===== src/rtl/quant_4x4.sv =====
// quant_4x4 -- serial H.264-style quantizer for one 4x4 block of
// forward-transformed coefficients.
//
// A block is accepted on in_valid && in_ready. The 16 coefficients and the
// QP controls are captured on that edge. One coefficient per cycle then goes
// through a single shared multiplier, so Z[k] is written on accept edge + 1 + k.
// The finished block is presented with out_valid until out_ready is seen.
//
// Handshake: a transfer happens on a rising clk edge where valid and ready
// are both high. in_ready is high only in IDLE. out_valid is high only in DONE
// and stays high, with quantized stable, until out_ready is sampled high.
//
// Ports:
//   clk, reset          clock and asynchronous active-high reset
//   in_valid / in_ready input block handshake
//   coeffs[16]          signed coefficients W[0..15], raster order
//   QP_BY_6, QP_MOD_6   QP/6 (clamped to 8) and QP%6 (6 and 7 read as 0)
//   intra               1 = intra rounding offset, 0 = inter rounding offset
//   out_valid/out_ready output block handshake
//   quantized[16]       signed levels Z[0..15]
//   nz_count            number of nonzero Z (only with QUANT_NZ_COUNT_EN)
//   state_dbg           current FSM state (0 IDLE, 1 QUANT, 2 DONE)
//
// Optional feature: define QUANT_NZ_COUNT_EN to add the nz_count output.
module quant_4x4 #(
   parameter int BIT_LENGTH = 15
) (
   input  logic                   clk,
   input  logic                   reset,
   input  logic                   in_valid,
   output logic                   in_ready,
   input  logic signed [BIT_LENGTH:0] coeffs [16],
   input  logic [3:0]             QP_BY_6,
   input  logic [2:0]             QP_MOD_6,
   input  logic                   intra,
   output logic                   out_valid,
   input  logic                   out_ready,
   output logic signed [BIT_LENGTH:0] quantized [16],
`ifdef QUANT_NZ_COUNT_EN
   output logic [4:0]             nz_count,
`endif
   output logic [1:0]             state_dbg
);

   localparam int CW  = BIT_LENGTH + 1;
   localparam int MFW = 14;
   // Sum width: product plus rounding offset, never narrower than 32 bits.
   localparam int SW  = (CW + MFW + 1 > 32) ? CW + MFW + 1 : 32;

   typedef enum logic [1:0] {
      IDLE  = 2'd0,
      QUANT = 2'd1,
      DONE  = 2'd2
   } state_t;

   state_t state, state_nxt;
   logic [3:0] idx;

   // Block captured at accept
   logic signed [BIT_LENGTH:0] coef_r [16];
   logic [3:0] by6_r;
   logic [2:0] mod6_r;
   logic       intra_r;

   logic accept;
   logic handoff;

   assign in_ready  = (state == IDLE);
   assign out_valid = (state == DONE);
   assign state_dbg = state;
   assign accept    = in_valid && in_ready;
   assign handoff   = out_valid && out_ready;

   // Multiplication factor by position class (0 = A, 1 = B, 2 = C) and QP%6.
   function automatic logic [MFW-1:0] mf_lookup(input logic [1:0] cls, input logic [2:0] m);
      logic [MFW-1:0] v;
      v = 14'd0;
      case (cls)
         2'd0: case (m)
            3'd0: v = 14'd13107; 3'd1: v = 14'd11916; 3'd2: v = 14'd10082;
            3'd3: v = 14'd9362;  3'd4: v = 14'd8192;  default: v = 14'd7282;
         endcase
         2'd1: case (m)
            3'd0: v = 14'd5243;  3'd1: v = 14'd4660;  3'd2: v = 14'd4194;
            3'd3: v = 14'd3647;  3'd4: v = 14'd3355;  default: v = 14'd2893;
         endcase
         default: case (m)
            3'd0: v = 14'd8066;  3'd1: v = 14'd7490;  3'd2: v = 14'd6554;
            3'd3: v = 14'd5825;  3'd4: v = 14'd5243;  default: v = 14'd4559;
         endcase
      endcase
      return v;
   endfunction

   // floor(2^(15+b)/3) for b = 0..8. The inter offset floor(2^q/6) equals
   // this value shifted right by one, so only one table is kept.
   function automatic logic [21:0] f_intra(input logic [3:0] b);
      logic [21:0] v;
      case (b)
         4'd0: v = 22'd10922;
         4'd1: v = 22'd21845;
         4'd2: v = 22'd43690;
         4'd3: v = 22'd87381;
         4'd4: v = 22'd174762;
         4'd5: v = 22'd349525;
         4'd6: v = 22'd699050;
         4'd7: v = 22'd1398101;
         default: v = 22'd2796202;
      endcase
      return v;
   endfunction

   // ---------------- next-state logic ----------------
   always_comb begin
      state_nxt = state;
      case (state)
         IDLE:    if (accept) state_nxt = QUANT;
         QUANT:   if (idx == 4'd15) state_nxt = DONE;
         DONE:    if (handoff) state_nxt = IDLE;
         default: state_nxt = IDLE;
      endcase
   end

   // ---------------- shared datapath ----------------
   logic [BIT_LENGTH:0] cur_raw;
   logic                cur_neg;
   logic [BIT_LENGTH:0] abs_w;
   logic [1:0]          cls;
   logic [MFW-1:0]      mf;
   logic [21:0]         f_base;
   logic [21:0]         f_sel;
   logic [4:0]          qbits;
   logic [SW-1:0]       prod;
   logic [SW-1:0]       sum;
   logic [SW-1:0]       mag_full;
   logic [BIT_LENGTH:0] mag;
   logic [BIT_LENGTH:0] z_bits;
   logic                z_nonzero;
   logic                unused_mag_hi;

   always_comb begin
      cur_raw = coef_r[idx];
      cur_neg = cur_raw[BIT_LENGTH];
      // Two's complement negate as unsigned: the most negative input
      // becomes exactly 2^BIT_LENGTH.
      abs_w   = cur_neg ? (~cur_raw + CW'(1)) : cur_raw;
      // Positions {0,2,8,10} have idx[0]=idx[2]=0; {5,7,13,15} have both set.
      if (!idx[0] && !idx[2])     cls = 2'd0;
      else if (idx[0] && idx[2])  cls = 2'd1;
      else                        cls = 2'd2;
      mf        = mf_lookup(cls, mod6_r);
      f_base    = f_intra(by6_r);
      f_sel     = intra_r ? f_base : (f_base >> 1);
      qbits     = 5'd15 + {1'b0, by6_r};
      prod      = SW'(abs_w) * SW'(mf);
      sum       = prod + SW'(f_sel);
      mag_full  = sum >> qbits;
      mag       = mag_full[BIT_LENGTH:0];
      z_bits    = cur_neg ? (~mag + CW'(1)) : mag;
      z_nonzero = (mag != '0);
   end

   assign unused_mag_hi = ^mag_full[SW-1:CW];

   // ---------------- capture registers ----------------
   always_ff @(posedge clk) begin
      if (accept) begin
         coef_r  <= coeffs;
         by6_r   <= (QP_BY_6 > 4'd8) ? 4'd8 : QP_BY_6;
         mod6_r  <= (QP_MOD_6 > 3'd5) ? 3'd0 : QP_MOD_6;
         intra_r <= intra;
      end
   end

   // ---------------- state, index, results ----------------
   always_ff @(posedge clk or posedge reset) begin
      if (reset) begin
         state <= IDLE;
         idx   <= 4'd0;
         for (int i = 0; i < 16; i++) quantized[i] <= '0;
`ifdef QUANT_NZ_COUNT_EN
         nz_count <= 5'd0;
`endif
      end else begin
         state <= state_nxt;
         if (accept) begin
            idx <= 4'd0;
`ifdef QUANT_NZ_COUNT_EN
            nz_count <= 5'd0;
`endif
         end else if (state == QUANT) begin
            quantized[idx] <= $signed(z_bits);
            idx            <= idx + 4'd1;   // wraps to 0 after index 15
`ifdef QUANT_NZ_COUNT_EN
            nz_count       <= nz_count + {4'd0, z_nonzero};
`endif
         end
      end
   end

endmodule


===== config.mk =====
export PLATFORM = sky130hd
export DESIGN_NAME = quant_4x4
export DESIGN_NICKNAME = d
export VERILOG_FILES = /design/src/rtl/quant_4x4.sv
export SDC_FILE = /design/constraint.sdc
export NUM_CORES = 1
export LEC_CHECK = 0
export BUFFER_PORTS_ARGS = -buffer_cell sky130_fd_sc_hd__buf_2
export CAP_MARGIN = 10
export CELL_PAD_IN_SITES_DETAIL_PLACEMENT = 0
export CELL_PAD_IN_SITES_GLOBAL_PLACEMENT = 2
export CORE_ASPECT_RATIO = 0.9
export CORE_UTILIZATION = 37
export DETAILED_ROUTE_END_ITERATION = 10
export GPL_ROUTABILITY_DRIVEN = 0
export PLACE_DENSITY_LB_ADDON = 0.1
export SKIP_LAST_GASP = 1
export SLEW_MARGIN = 25
export SYNTH_ARGS = -nofsm -noshare
export SYNTH_HDL_FRONTEND = slang
export SYNTH_SLANG_ARGS = --single-unit

===== constraint.sdc =====
create_clock -name clk -period 16.4 [get_ports clk]
set_clock_uncertainty 0.05 [all_clocks]
set_input_delay 0.82 -clock clk [delete_from_list [all_inputs] [get_ports clk]]
set_output_delay 0.82 -clock clk [all_outputs]
set_load 0.01 [all_outputs]

* Word-level counts from Yosys, hierarchy flattened *
Memory sizes are Yosys's and may differ from the RTL's. A register that Yosys moved wholly into a read port is not among the register bits.
Cells that the tools add are included.

operators by class
  reduce and logical (&&, ||, !) cells = 13
  equal/unequal tests = 11
  bitwise logic cells = 4
  shift operators = 1
  muxes and demuxes = 24
  $add $sub $neg = 5
  order comparisons = 4
  multiply operators = 1

operators by type and width
  cell                     count
  $bwmux W256              1
  $mux W16                 5
  $pmux W14 S5             1
  $pmux W13 S5             1
  $bmux W16 S4             1
  $demux W16 S4            1
  $pmux W12 S5             1
  $mux W22                 2
  $add A16 B1 Y16 const B  2
  $not A16 Y16             2
  $add A30 B22 Y31         1
  $shr A31 B5 Y16          1
  $mul A16 B14 Y30         1
  $pmux W14 S2             1
  $mux W2                  5
  $mux W4                  2
  $eq A3 B2 Y1 const B     2
  $mux W3                  2
  $pmux W2 S3              1
  $add A4 B4 Y5 const A    1
  $ge A5 B5 Y1 const B     1
  $logic_and A1 B1 Y1      5
  $lt A5 B1 Y1 const B     1
  $not A4 Y5               1
  17 further kinds         21

word-level totals
  output and inout port bits = 260
  bits in read-only memories = 168
  logic and storage cells = 101
  input bits = 268
  flip-flop bits (word level) = 526
  memories kept = 1

memories
  name              words  bits a word  rd ports  clocked after Yosys merged registers in  write ports  RTL line  text
  (name not given)  8      21           1         1                                        0            99        case (b)

* Depth between registers and ports, before layout *
  depth after elaboration = 14
  gate-level depth with buffers = 48
  depth with buffers taken out = 37

* Least setup slack after synthesis *
Ideal clock, no wire load.

  kind = register to register
  start point = reg idx[0]
  end point = reg quantized[198] (netlist name)
  buffers on the path = 9
  arrival time = 12,065 ps
  clock period less this slack = 12,181 ps
  library setup time = 65 ps
  data required time = 16,285 ps
  stages on the path, launching flop included = 40
  slack = 4,219 ps
  cell sequence = dfrtp_1 buf_4 buf_2 buf_1 clkbuf_1 clkbuf_1 mux4_2 mux4_2 or4_1 or4_1 clkbuf_1 or2_2 fa_1 fa_1 inv_1 fa_1 fa_1 fa_1 (+4 left out) clkbuf_1 nand4_1 nor3_2 nor4b_1 nor3b_1 o21ai_1 and2_1 o2111ai_1 nand3_1 a21boi_0 inv_1 clkbuf_1 ha_1 a21boi_1 a41oi_1 xnor2_1 clkbuf_1 mux2_2

between the ends
  word-level cells in the longest chain between the ends = 14
  elaborated cells between the ends (all ways) = 27
  those cells by class = add/sub (3); mul (1); order compare (2); eq/ne (1); shift (1); mux (11); bitwise (3); reduce/logical (5)

ends and longest elaborated chain
  item                                          RTL line  text
  start, declared                               57        logic [3:0] idx;
  start signal, assigned                        193       idx <= idx + 4'd1;
  $not A4 Y5 (not written as such)              142, 192
  $bmux W16 S4                                  142       cur_raw = coef_r[idx];
  $mux W16 (not written as such) (2 in series)  142
  $not A16 Y16                                  146       abs_w = cur_neg ? (~cur_raw + CW'(1)) : cur_raw;
  $add A16 B1 Y16                               146
  $mux W16                                      146
  $mul A16 B14 Y30                              155       prod = SW'(abs_w) * SW'(mf);
  $add A30 B22 Y31                              156       sum = prod + SW'(f_sel);
  $shr A31 B5 Y16                               157       mag_full = sum >> qbits;
  $not A16 Y16                                  159       z_bits = cur_neg ? (~mag + CW'(1)) : mag;
  $add A16 B1 Y16                               159
  $mux W16                                      159
  $bwmux W256 *                                 192       quantized[idx] <= $signed(z_bits);
  end signal, assigned by index                 192
  end, declared                                 38        output logic signed [BIT_LENGTH:0] quantized [16],

Mark *: on every way between the ends. The rest lies on a longest branch, timed or not. The select of a mux whose other input is x is not followed.
A chain may end at the register's enable or synchronous reset.

* Worst setup path in the final report *
  start point = reg idx[0]
  end point = reg quantized[143] (netlist name)

The elaborated chain is that of the path after synthesis.

==> results.json <==
{
  "status": "finished clean",
  "worst_setup_path_start_kind": "register",
  "rsz0062_at_grt": "false",
  "worstMarginPinSlew_ns": 1.05,
  "initial_core_util_pct": 37.5,
  "maxSlewViolCount": 0,
  "core_area_um2": 84700,
  "synth_ff_type": "edfxtp_1",
  "synth.net_count": 3458,
  "clkSinkCount": 534,
  "clkTransAtPathRegs_ns": 0.06,
  "worstSkewPairLatency_ns": 0.65,
  "async_flop_share_pct": 49.1,
  "post_cts_resized": 0,
  "slew_headroom_pct": 29.5,
  "ys_seq_area_share_pct": 46.1,
  "setup_viol": 0,
  "io_pins": 528,
  "hold_buffers": 0,
  "dpl.hpwl_mm": 84.3,
  "placed_cell_area_um2": 35600,
  "clk_path_buf_depth": 3,
  "synth_edf_count": 264,
  "whs_ns": 0.252,
  "crit_type": "reg2reg",
  "synth_cells": 2904,
  "hp-class": "in2async",
  "most-common-layout-cells": "buf_2 (527), nand2_1 (443), edfxtp_1 (264)",
  "grt_pass1_vias": 25200,
  "fillerInstances": 8129,
  "area_delta_synth_final_pct": 19.1,
  "drc_errors": 0,
  "grt_max_degree": 111,
  "drive_gt1_share_pct": 25.4,
  "yosysTopAreaCellShare_pct": 24.9,
  "cts_buffers": 58,
  "fmax_mhz": 72.6,
  "max_stage_delay_ns": 1.00,
  "multi_input_area_um2": 15800,
  "seq_area_um2": 14600,
  "drt_first_iter_violations": 2101,
  "yosys.area.top_type": "edfxtp_1",
  "design_area_um2": 37800,
  "cp.required_ns": 16.86,
  "cts_max_level": 2,
  "grt_usage_pct": 24.8,
  "portBuffers": 527,
  "fp-row-count": 101,
  "mostFrequentLayoutCell": "buf_2",
  "maxCapViolCount": 0,
  "wl_mm": 108,
  "crit_path_frequent_cell": "fa_1",
  "fin_crit_sh_pct": 84.0,
  "fp.dieW_um": 311,
  "die_y_um": 280,
  "slowest_stage": "dfrtp_4",
  "wire_per_inst_um": 23.8,
  "cts_tree": "built",
  "yosys_register_bits": 534,
  "grt_overflow": 0,
  "syn-cell-area_um2": 31800,
  "ant_nets": 0,
  "critPathCaptureType": "register",
  "final_core_util_pct": 44.7,
  "syn_area_per_cell_um2": 10.9,
  "synthTopCellsByArea": "edfxtp_1 (25%), dfrtp_1 (21%), fa_1 (12%)",
  "clock-root-buffer": "clkbuf_16",
  "nNetsFinal": 3916,
  "hold_viol": 0,
  "grt_pass1_wl_mm": 164,
  "fin_crit_ns": 13.78,
  "vias": 24600,
  "tns_ns": 0,
  "crit_fanout": 47,
  "synth.distinct_cells": 89,
  "cts_setup_buffers": 0,
  "avgViaCountPerCell": 5.40,
  "firstDrtPassIters": 6,
  "yosys_warnings": 0,
  "worst_ep_arrival_time_ns": 14.24,
  "antenna_found_initial": 24,
  "die-area_um2": 87100
}
[registers in the layout (all words and copies together) (netlist names), named ones only]
name and count:
coef_r 256, quantized 256, by6_r 4, idx 4, mod6_r 3, state_dbg 2
intra_r 1
[cells in the mapped netlist, types with 47 or more instances]
cell type / number
clkbuf_1: 147
mux4_2: 79
a21oi_1: 70
dfrtp_1: 262
nor2_1: 256
ha_1: 99
mux2_2: 53
inv_1: 229
nand2_1: 443
fa_1: 187
nor3_1: 47
nand3_1: 54
edfxtp_1: 264
o21ai_0: 203
[metal layers]
layer	global-route usage (%)	part of all wire (%)	vias up
li1	-	-	11100
met1	34.5	45	12500
met2	40.8	48	785
met3	4.46	6.2	117
met4	4.57	1.5	22
met5	0	0.12	-
[through the flow]
step | instances | setup slack, ns
3_3_place_gp | 4432 | 2.82
2_1_floorplan | 2904 | 4.22
5_1_grt | 4546 | 1.76
4_1_cts | 4540 | 2.54
3_5_place_dp | 4434 | 2.63
6_report | 4549 | 2.62
[path summary, 6_finish.rpt]
path	start	endpoint	slack [ns]	depth (start not counted)
setup / recovery	idx[0]$_DFFE_PP0P_	quantized[143]$_DFFE_PP0P_	2.62	29
hold / removal	reset	quantized[202]$_DFFE_PP0P_	0.25	2
setup reg to reg	idx[0]$_DFFE_PP0P_	quantized[143]$_DFFE_PP0P_	2.62	29
hold reg to reg	quantized[41]$_DFFE_PP0P_	quantized[41]$_DFFE_PP0P_	0.42	2
max in group asynchronous	reset	quantized[105]$_DFFE_PP0P_	14.09	4
min in group clk	coeffs[163]	coef_r[163]$_DFFE_PP_	0.29	1
[area by class of cell]
| class | instances | share of cell area [%] |
|---|---|---|
| tap | 1133 | 3.75 |
| multi-input combinational | 1961 | 41.7 |
| timing repair buffer | 576 | 8.04 |
| inverter | 231 | 2.33 |
| clock buffer | 74 | 4.26 |
| antenna | 8 | 0.0529 |
| sequential | 534 | 38.7 |
| clock inverter | 32 | 1.21 |
[cells by family (layout without fill, tap and decap cells)]
kind of cell             after synthesis  count (layout)  synth area share [%]
AO/OA/AOI/OAI                        517             517                  10.6
AND/OR/NAND/NOR                      965             965                  13.3
XOR/XNOR                              35              35                 0.988
flip-flops                           534             534                  46.1
adder cells (fa/ha/maj)              286             286                  15.7
multiplexers                         158             158                  8.32
buffers and inverters                409             913                  4.98
other                                  0               8                     0
[critical path, delay by kind of cell, from the launching register on]
kind / cells / cell delay, ns
AND/OR/NAND/NOR: 12 / 5.27
multiplexers: 2 / 1.39
flip-flops: 1 / 1.00
buffers and inverters: 3 / 0.16
adder cells (fa/ha/maj): 7 / 3.40
AO/OA/AOI/OAI: 5 / 2.26
Power is left out: the tool's default activity adds up to more than one toggle a clock period on the data nets, which glitch-free logic cannot reach.
